`src/rtl/sale_terminal_pkg.sv`:
```
// Shared definitions for the sale terminal keypad path: key codes,
// scanner state encoding and small decode helpers.
package sale_terminal_pkg;

    localparam logic [3:0] KEY_A     = 4'd10;
    localparam logic [3:0] KEY_B     = 4'd11;
    localparam logic [3:0] KEY_C     = 4'd12;
    localparam logic [3:0] KEY_D     = 4'd13;
    localparam logic [3:0] KEY_STAR  = 4'd14;
    localparam logic [3:0] KEY_HASH  = 4'd15;
    // Blank shares the C code; the display treats it as "nothing entered".
    localparam logic [3:0] KEY_BLANK = 4'd12;

    typedef enum logic [1:0] {
        ST_SCAN     = 2'd0,
        ST_DEBOUNCE = 2'd1,
        ST_EMIT     = 2'd2,
        ST_RELEASE  = 2'd3
    } scan_state_t;

    // Physical keypad layout: row/column position to key code.
    function automatic logic [3:0] key_code_f(input logic [1:0] row, input logic [1:0] col);
        logic [3:0] code;
        code = KEY_BLANK;
        case ({row, col})
            4'h0:    code = 4'd1;
            4'h1:    code = 4'd2;
            4'h2:    code = 4'd3;
            4'h3:    code = KEY_A;
            4'h4:    code = 4'd4;
            4'h5:    code = 4'd5;
            4'h6:    code = 4'd6;
            4'h7:    code = KEY_B;
            4'h8:    code = 4'd7;
            4'h9:    code = 4'd8;
            4'hA:    code = 4'd9;
            4'hB:    code = KEY_C;
            4'hC:    code = KEY_STAR;
            4'hD:    code = 4'd0;
            4'hE:    code = KEY_HASH;
            4'hF:    code = KEY_D;
            default: code = KEY_BLANK;
        endcase
        return code;
    endfunction

    // Lowest-index active-low column wins when several are pressed.
    function automatic logic [1:0] lowest_col_f(input logic [3:0] col_n);
        logic [1:0] idx;
        if (!col_n[0]) begin
            idx = 2'd0;
        end else if (!col_n[1]) begin
            idx = 2'd1;
        end else if (!col_n[2]) begin
            idx = 2'd2;
        end else begin
            idx = 2'd3;
        end
        return idx;
    endfunction

    // Active-low one-hot row drive pattern.
    function automatic logic [3:0] row_drive_f(input logic [1:0] row);
        logic [3:0] drive;
        case (row)
            2'd0:    drive = 4'b1110;
            2'd1:    drive = 4'b1101;
            2'd2:    drive = 4'b1011;
            2'd3:    drive = 4'b0111;
            default: drive = 4'b1110;
        endcase
        return drive;
    endfunction

endpackage

```
`src/rtl/keypad_col_sync.sv`:
```
// Two-flop synchronizer for the asynchronous, active-low keypad columns.
// Resets to all ones so an idle keypad is seen during and after reset.
module keypad_col_sync (
    input  logic       clk_i,
    input  logic       rst_n_i,
    input  logic [3:0] col_n_i,
    output logic [3:0] col_n_o
);

    logic [3:0] meta_q;
    logic [3:0] sync_q;

    // Double-register the raw column lines into the clock domain.
    always_ff @(posedge clk_i or negedge rst_n_i) begin
        if (!rst_n_i) begin
            meta_q <= 4'b1111;
            sync_q <= 4'b1111;
        end else begin
            meta_q <= col_n_i;
            sync_q <= meta_q;
        end
    end

    assign col_n_o = sync_q;

endmodule

```
`src/rtl/keypad_digit_scanner.sv`:
```
// 4x4 keypad scanner: walks the rows, debounces a press on the latched
// column, emits one pulse per accepted key and waits for a debounced release.
module keypad_digit_scanner
    import sale_terminal_pkg::*;
#(
    parameter int SCAN_DIV        = 50000,
    parameter int DEBOUNCE_CYCLES = 500000
) (
    input  logic       CLOCK,
    input  logic       RESET_N,
    input  logic [3:0] Col_n,
    output logic [3:0] Row_n,
    output logic [3:0] Key_code,
    output logic       Digit_valid,
    output logic       Cmd_valid
);

    localparam int DIV_W = $clog2(SCAN_DIV) + 1;
    localparam int DEB_W = $clog2(DEBOUNCE_CYCLES) + 1;
    localparam logic [DIV_W-1:0] DIV_LAST = DIV_W'(SCAN_DIV - 1);
    localparam logic [DEB_W-1:0] DEB_LAST = DEB_W'(DEBOUNCE_CYCLES - 1);
    localparam logic [DEB_W-1:0] DEB_FULL = DEB_W'(DEBOUNCE_CYCLES);

    logic [3:0]       col_sync_s;
    scan_state_t      state_q;
    logic [1:0]       row_q;
    logic [1:0]       col_q;
    logic [DIV_W-1:0] div_cnt_q;
    logic [DEB_W-1:0] deb_cnt_q;
    logic [3:0]       row_n_q;
    logic [3:0]       key_code_q;
    logic             digit_valid_q;
    logic             cmd_valid_q;

    keypad_col_sync u_col_sync (
        .clk_i   (CLOCK),
        .rst_n_i (RESET_N),
        .col_n_i (Col_n),
        .col_n_o (col_sync_s)
    );

    // Scanner FSM with row drive, counters and registered key outputs.
    always_ff @(posedge CLOCK or negedge RESET_N) begin
        if (!RESET_N) begin
            state_q       <= ST_SCAN;
            row_q         <= 2'd0;
            col_q         <= 2'd0;
            div_cnt_q     <= '0;
            deb_cnt_q     <= '0;
            row_n_q       <= 4'b1110;
            key_code_q    <= KEY_BLANK;
            digit_valid_q <= 1'b0;
            cmd_valid_q   <= 1'b0;
        end else begin
            // Pulses only live for the single EMIT cycle.
            digit_valid_q <= 1'b0;
            cmd_valid_q   <= 1'b0;
            case (state_q)
                ST_SCAN: begin
                    if (div_cnt_q == DIV_LAST) begin
                        div_cnt_q <= '0;
                        if (col_sync_s != 4'b1111) begin
                            // Freeze the row and chase this column.
                            col_q     <= lowest_col_f(col_sync_s);
                            deb_cnt_q <= '0;
                            state_q   <= ST_DEBOUNCE;
                        end else begin
                            row_q   <= row_q + 2'd1;
                            row_n_q <= row_drive_f(row_q + 2'd1);
                        end
                    end else begin
                        div_cnt_q <= div_cnt_q + DIV_W'(1);
                    end
                end
                ST_DEBOUNCE: begin
                    if (!col_sync_s[col_q]) begin
                        if (deb_cnt_q == DEB_LAST) begin
                            deb_cnt_q  <= DEB_FULL;
                            key_code_q <= key_code_f(row_q, col_q);
                            if (key_code_f(row_q, col_q) < 4'd10) begin
                                digit_valid_q <= 1'b1;
                            end else begin
                                cmd_valid_q <= 1'b1;
                            end
                            state_q <= ST_EMIT;
                        end else begin
                            deb_cnt_q <= deb_cnt_q + DEB_W'(1);
                        end
                    end else begin
                        // Bounce or glitch: drop it and carry on with the next row.
                        deb_cnt_q <= '0;
                        div_cnt_q <= '0;
                        row_q     <= row_q + 2'd1;
                        row_n_q   <= row_drive_f(row_q + 2'd1);
                        state_q   <= ST_SCAN;
                    end
                end
                ST_EMIT: begin
                    deb_cnt_q <= '0;
                    state_q   <= ST_RELEASE;
                end
                ST_RELEASE: begin
                    if (col_sync_s == 4'b1111) begin
                        if (deb_cnt_q == DEB_LAST) begin
                            deb_cnt_q <= '0;
                            div_cnt_q <= '0;
                            row_q     <= 2'd0;
                            row_n_q   <= 4'b1110;
                            state_q   <= ST_SCAN;
                        end else begin
                            deb_cnt_q <= deb_cnt_q + DEB_W'(1);
                        end
                    end else begin
                        deb_cnt_q <= '0;
                    end
                end
                default: begin
                    state_q   <= ST_SCAN;
                    row_q     <= 2'd0;
                    div_cnt_q <= '0;
                    deb_cnt_q <= '0;
                    row_n_q   <= 4'b1110;
                end
            endcase
        end
    end

    assign Row_n       = row_n_q;
    assign Key_code    = key_code_q;
    assign Digit_valid = digit_valid_q;
    assign Cmd_valid   = cmd_valid_q;

endmodule

```
`config.mk`:
```
export PLATFORM = sky130hd
export DESIGN_NAME = keypad_digit_scanner
export DESIGN_NICKNAME = d
export VERILOG_FILES = /design/src/rtl/sale_terminal_pkg.sv /design/src/rtl/keypad_col_sync.sv /design/src/rtl/keypad_digit_scanner.sv
export SDC_FILE = /design/constraint.sdc
export NUM_CORES = 1
export LEC_CHECK = 0
export BUFFER_PORTS_ARGS = -buffer_cell sky130_fd_sc_hd__buf_2
export CAP_MARGIN = 5
export CORE_ASPECT_RATIO = 0.9
export CORE_MARGIN = 1.5
export CORE_UTILIZATION = 61
export DETAILED_ROUTE_END_ITERATION = 12
export PLACE_DENSITY = 0.77
export SLEW_MARGIN = 20
export SYNTH_ARGS = -nofsm -noshare
export SYNTH_HDL_FRONTEND = slang
export SYNTH_SLANG_ARGS = --single-unit
```
`constraint.sdc`:
```
create_clock -name CLOCK -period 3.4 [get_ports CLOCK]
set_input_delay 0.34 -clock CLOCK [delete_from_list [all_inputs] [get_ports CLOCK]]
set_output_delay 0.34 -clock CLOCK [all_outputs]
set_load 0.05 [all_outputs]
```
==> flow_metrics.env <==
export IMPL_status="complete, no violations"
export IMPL_initialDrtViolationCount=168
export IMPL_dieHeight_um=71.68
export IMPL_postCtsSetupRepairBufs=0
export IMPL_p_comb_share_pct=1.6
export IMPL_internal_power_w=0.001005
export IMPL_via_per_inst=5.874
export IMPL_holdCritPathClass="in -> async"
export IMPL_fmax_mhz=375.8
export IMPL_reg2reg_to="div_cnt_q[7]$_DFFE_PN0P_"
export IMPL_die_area_mm2=0.005685
export IMPL_synth_edf_count=0
export IMPL_path_clk_slew_ns=0.07
export IMPL_postSynthCellCount=335
export IMPL_power_leakage_nw=1.521
export IMPL_grt_pass1_wl_mm=10.85
export IMPL_vias=2479
export IMPL_reg2reg_depth=6
export IMPL_endpoint="div_cnt_q[7]$_DFFE_PN0P_"
export IMPL_detail_route_antenna_nets=0
export IMPL_first_pass_iters=4
export IMPL_ys_seq_elements=61
export IMPL_die_w_um=79.31
export IMPL_switching_share_pct=24.11
export IMPL_worst_path_max_fanout=8
export IMPL_fin_nets=368
export IMPL_crit_start="deb_cnt_q[5]$_DFFE_PN0P_"
export IMPL_grt_pass1_vias=2322
export IMPL_cts_root_buf="clkbuf_8"
export IMPL_slew_headroom_pct=52.28
export IMPL_cts_sinks=61
export IMPL_worst_setup_path_start_kind="flop"
export IMPL_synth_cell_types=52
export IMPL_skew_ns=0.006321
export IMPL_ioPinCount=16
export IMPL_grt_overflow_total=0
export IMPL_netlist_area_mm2=0.003197
export IMPL_fin_crit_ns=2.661
export IMPL_grt_start_max_net_pins=52
export IMPL_dpl_hpwl_mm=4.230
export IMPL_routed_wl_mm=6.226
export IMPL_antenna_found_initial=0
export IMPL_final_setup_viol_count=0
export IMPL_worstPathRequired_ns=3.63
export IMPL_setup_tns_ns=0
export IMPL_gr_usage_all_layers_pct=24.77
export IMPL_wl_per_cell_um=14.75
export IMPL_clock_latency_ns=0.34
export IMPL_slew_violations=0
export IMPL_seq_area_frac_synth_pct=48.26
export IMPL_gp_congestion=0.8624
export IMPL_synth_main_ff_cell="dfrtp_1"
export IMPL_hold_viol_final=0
export IMPL_whs_ns=0.01058
export IMPL_cts_tree="built"
export IMPL_portBuffers=15
export IMPL_maxCapViolCount=0
export IMPL_clockBufferDepth=2
export IMPL_tightest_slew_ns=0.7110
export IMPL_syn_to_final_growth_pct=9.276
export IMPL_ctsHoldBuffers=0
export IMPL_sequentialPowerShare_pct=55.7
export IMPL_rsz0062_at_grt="false"
export IMPL_syn_num_nets=351
export IMPL_async_flop_share_pct=100.0
export IMPL_power_density_mw_per_mm2=379.0
export IMPL_peakVddDrop_mv=0.3233
export IMPL_crit_arrival_ns=2.89
export IMPL_yosys_warnings=0
export IMPL_cts_buffers=9
export IMPL_post_cts_resized=0
export IMPL_num_rows=24
export IMPL_syn_area_per_cell_um2=9.543
export IMPL_htree_levels=3
export IMPL_drc=0
export IMPL_insertedDiodeCount=0
export IMPL_drive_gt1_share_pct=17.93
export IMPL_worstSetupPathType="reg -> reg"
export IMPL_finalCritPeriodShare_pct=78.26
export IMPL_endpoint_kind="flop"
export IMPL_r2r_slack_ns=0.74
export IMPL_p_switching_w=0.0003192
export IMPL_start_util_pct=64.52
export IMPL_core_area_mm2=0.004955
export IMPL_p_clk_share_pct=42.8
export IMPL_rr_startpoint="deb_cnt_q[5]$_DFFE_PN0P_"
cell usage in the layout (no fill, tap or decap), drive strengths merged, types with 5 or more instances in the layout:
master	count
inv	11
dfrtp	48
nand3	18
clkbuf	9
xnor2	10
ha	10
nor4	5
a21oi	14
a31oi	12
nand4	9
nor3	8
and3	8
nor2	35
nand2	31
dfstp	13
buf	20
o21ai	34
clkinv	5
o31ai	5
how the worst min path moves through the flow:
stage                                      end  slack, ns  cells past startpoint                           start
2_1_floorplan              Cmd_valid$_DFF_PN0_       0.04                      0                         RESET_N
3_3_place_gp   u_col_sync.col_n_o[3]$_DFF_PN1_       0.35                      0  u_col_sync.meta_q[3]$_DFF_PN1_
3_5_place_dp   u_col_sync.col_n_o[0]$_DFF_PN1_       0.35                      0  u_col_sync.meta_q[0]$_DFF_PN1_
4_1_cts         u_col_sync.meta_q[3]$_DFF_PN1_       0.07                      1                        Col_n[3]
5_1_grt               div_cnt_q[0]$_DFFE_PN0P_       0.06                      1                         RESET_N
6_report              div_cnt_q[0]$_DFFE_PN0P_       0.01                      1                         RESET_N
power groups by stage:
stage                     sequential, W  combinational, W  clock (W)
final                          0.000737         0.0000210   0.000566
after global routing           0.000737         0.0000252   0.000609
after CTS                      0.000737         0.0000218   0.000582
after detailed placement       0.000750         0.0000218          0
after global placement         0.000750         0.0000215          0
after floorplan                0.000749        0.00000403          0
area by class of cell:
type / instances / area (µm²)
clock inverters: 7 / 51.30
flip-flops and latches: 61 / 1543
well taps: 65 / 81.33
fillers: 383 / 1461
multi-input cells: 249 / 1538
repair buffers: 20 / 115.1
clock buffers: 9 / 123.9
inverters: 11 / 41.29
sequential cells by signal, summed over array words and instances (netlist names), named ones only:
| signal | flops |
|---|---|
| Digit_valid | 1 |
| div_cnt_q | 17 |
| u_col_sync.meta_q | 4 |
| row_q | 2 |
| u_col_sync.col_n_o | 4 |
| deb_cnt_q | 20 |
| Row_n | 4 |
| Cmd_valid | 1 |
| col_q | 2 |
| state_q | 1 |
| Key_code | 4 |
critical path, cell delays in order, from the launching register on:
cell	delay, ns
dfrtp_1	0.44
or4_1	0.53
or3_4	0.36
o31ai_1	0.60
nand2_1	0.31
o21ai_0	0.22
o41ai_1	0.09
through the flow:
| step | total power (W) | std cells | cell area, µm² | setup WS (ns) | util, % |
|---|---|---|---|---|---|
| detailed placement | 0.0007719 | 406 | 3316 | 0.7733 | 66.92 |
| global placement | 0.0007711 | 406 | 3316 | 0.8153 | 66.92 |
| finish | 0.001324 | 422 | 3493 | 0.7393 | 70.51 |
| global route | 0.001372 | 422 | 3493 | 0.4797 | 70.51 |
| floorplan | 0.0007535 | 335 | 3197 | 0.8708 | - |
| CTS | 0.001340 | 422 | 3491 | 0.7555 | 70.45 |
layer usage:
layer	GRT usage, %	wire length [µm]	vias to the layer above
met1	33.75	2957	1154
met4	9.942	74	0
met3	8.280	362	7
li1	-	-	1251
met5	0	0	-
met2	36.66	2832	67
cell usage after synthesis (all sizes together) (3+ instances only):
| cell type | count | area (µm²) |
|---|---|---|
| a21oi | 14 | 70.07 |
| a22o | 4 | 36.29 |
| a2bb2oi | 3 | 26.28 |
| a31oi | 12 | 75.07 |
| and3 | 8 | 50.05 |
| and4 | 4 | 37.54 |
| buf | 4 | 37.53 |
| clkbuf | 10 | 37.54 |
| dfrtp | 48 | 1201 |
| dfstp | 13 | 341.6 |
| ha | 10 | 125.1 |
| inv | 10 | 37.54 |
| mux2 | 4 | 45.04 |
| mux2i | 3 | 30.03 |
| nand2 | 31 | 116.4 |
| nand3 | 18 | 90.09 |
| nand4 | 9 | 56.30 |
| nor2 | 35 | 133.9 |
| nor3 | 8 | 45.04 |
| nor4 | 5 | 31.28 |
| nor4b | 3 | 26.28 |
| o21ai | 34 | 170.2 |
| o31ai | 5 | 37.54 |
| xnor2 | 10 | 87.58 |
| xor2 | 4 | 35.03 |
cells by family after synthesis:
family                     synth area share (%)
AOI/OAI and AO/OA                         15.26
buffers and inverters                     3.640
muxes                                     3.053
adders and majority gates                 3.914
DFF                                       48.26
xor gates and xnor gates                  3.835
and+or+nand+nor                           22.04
Note: power is estimated with default switching activity, not from simulation.
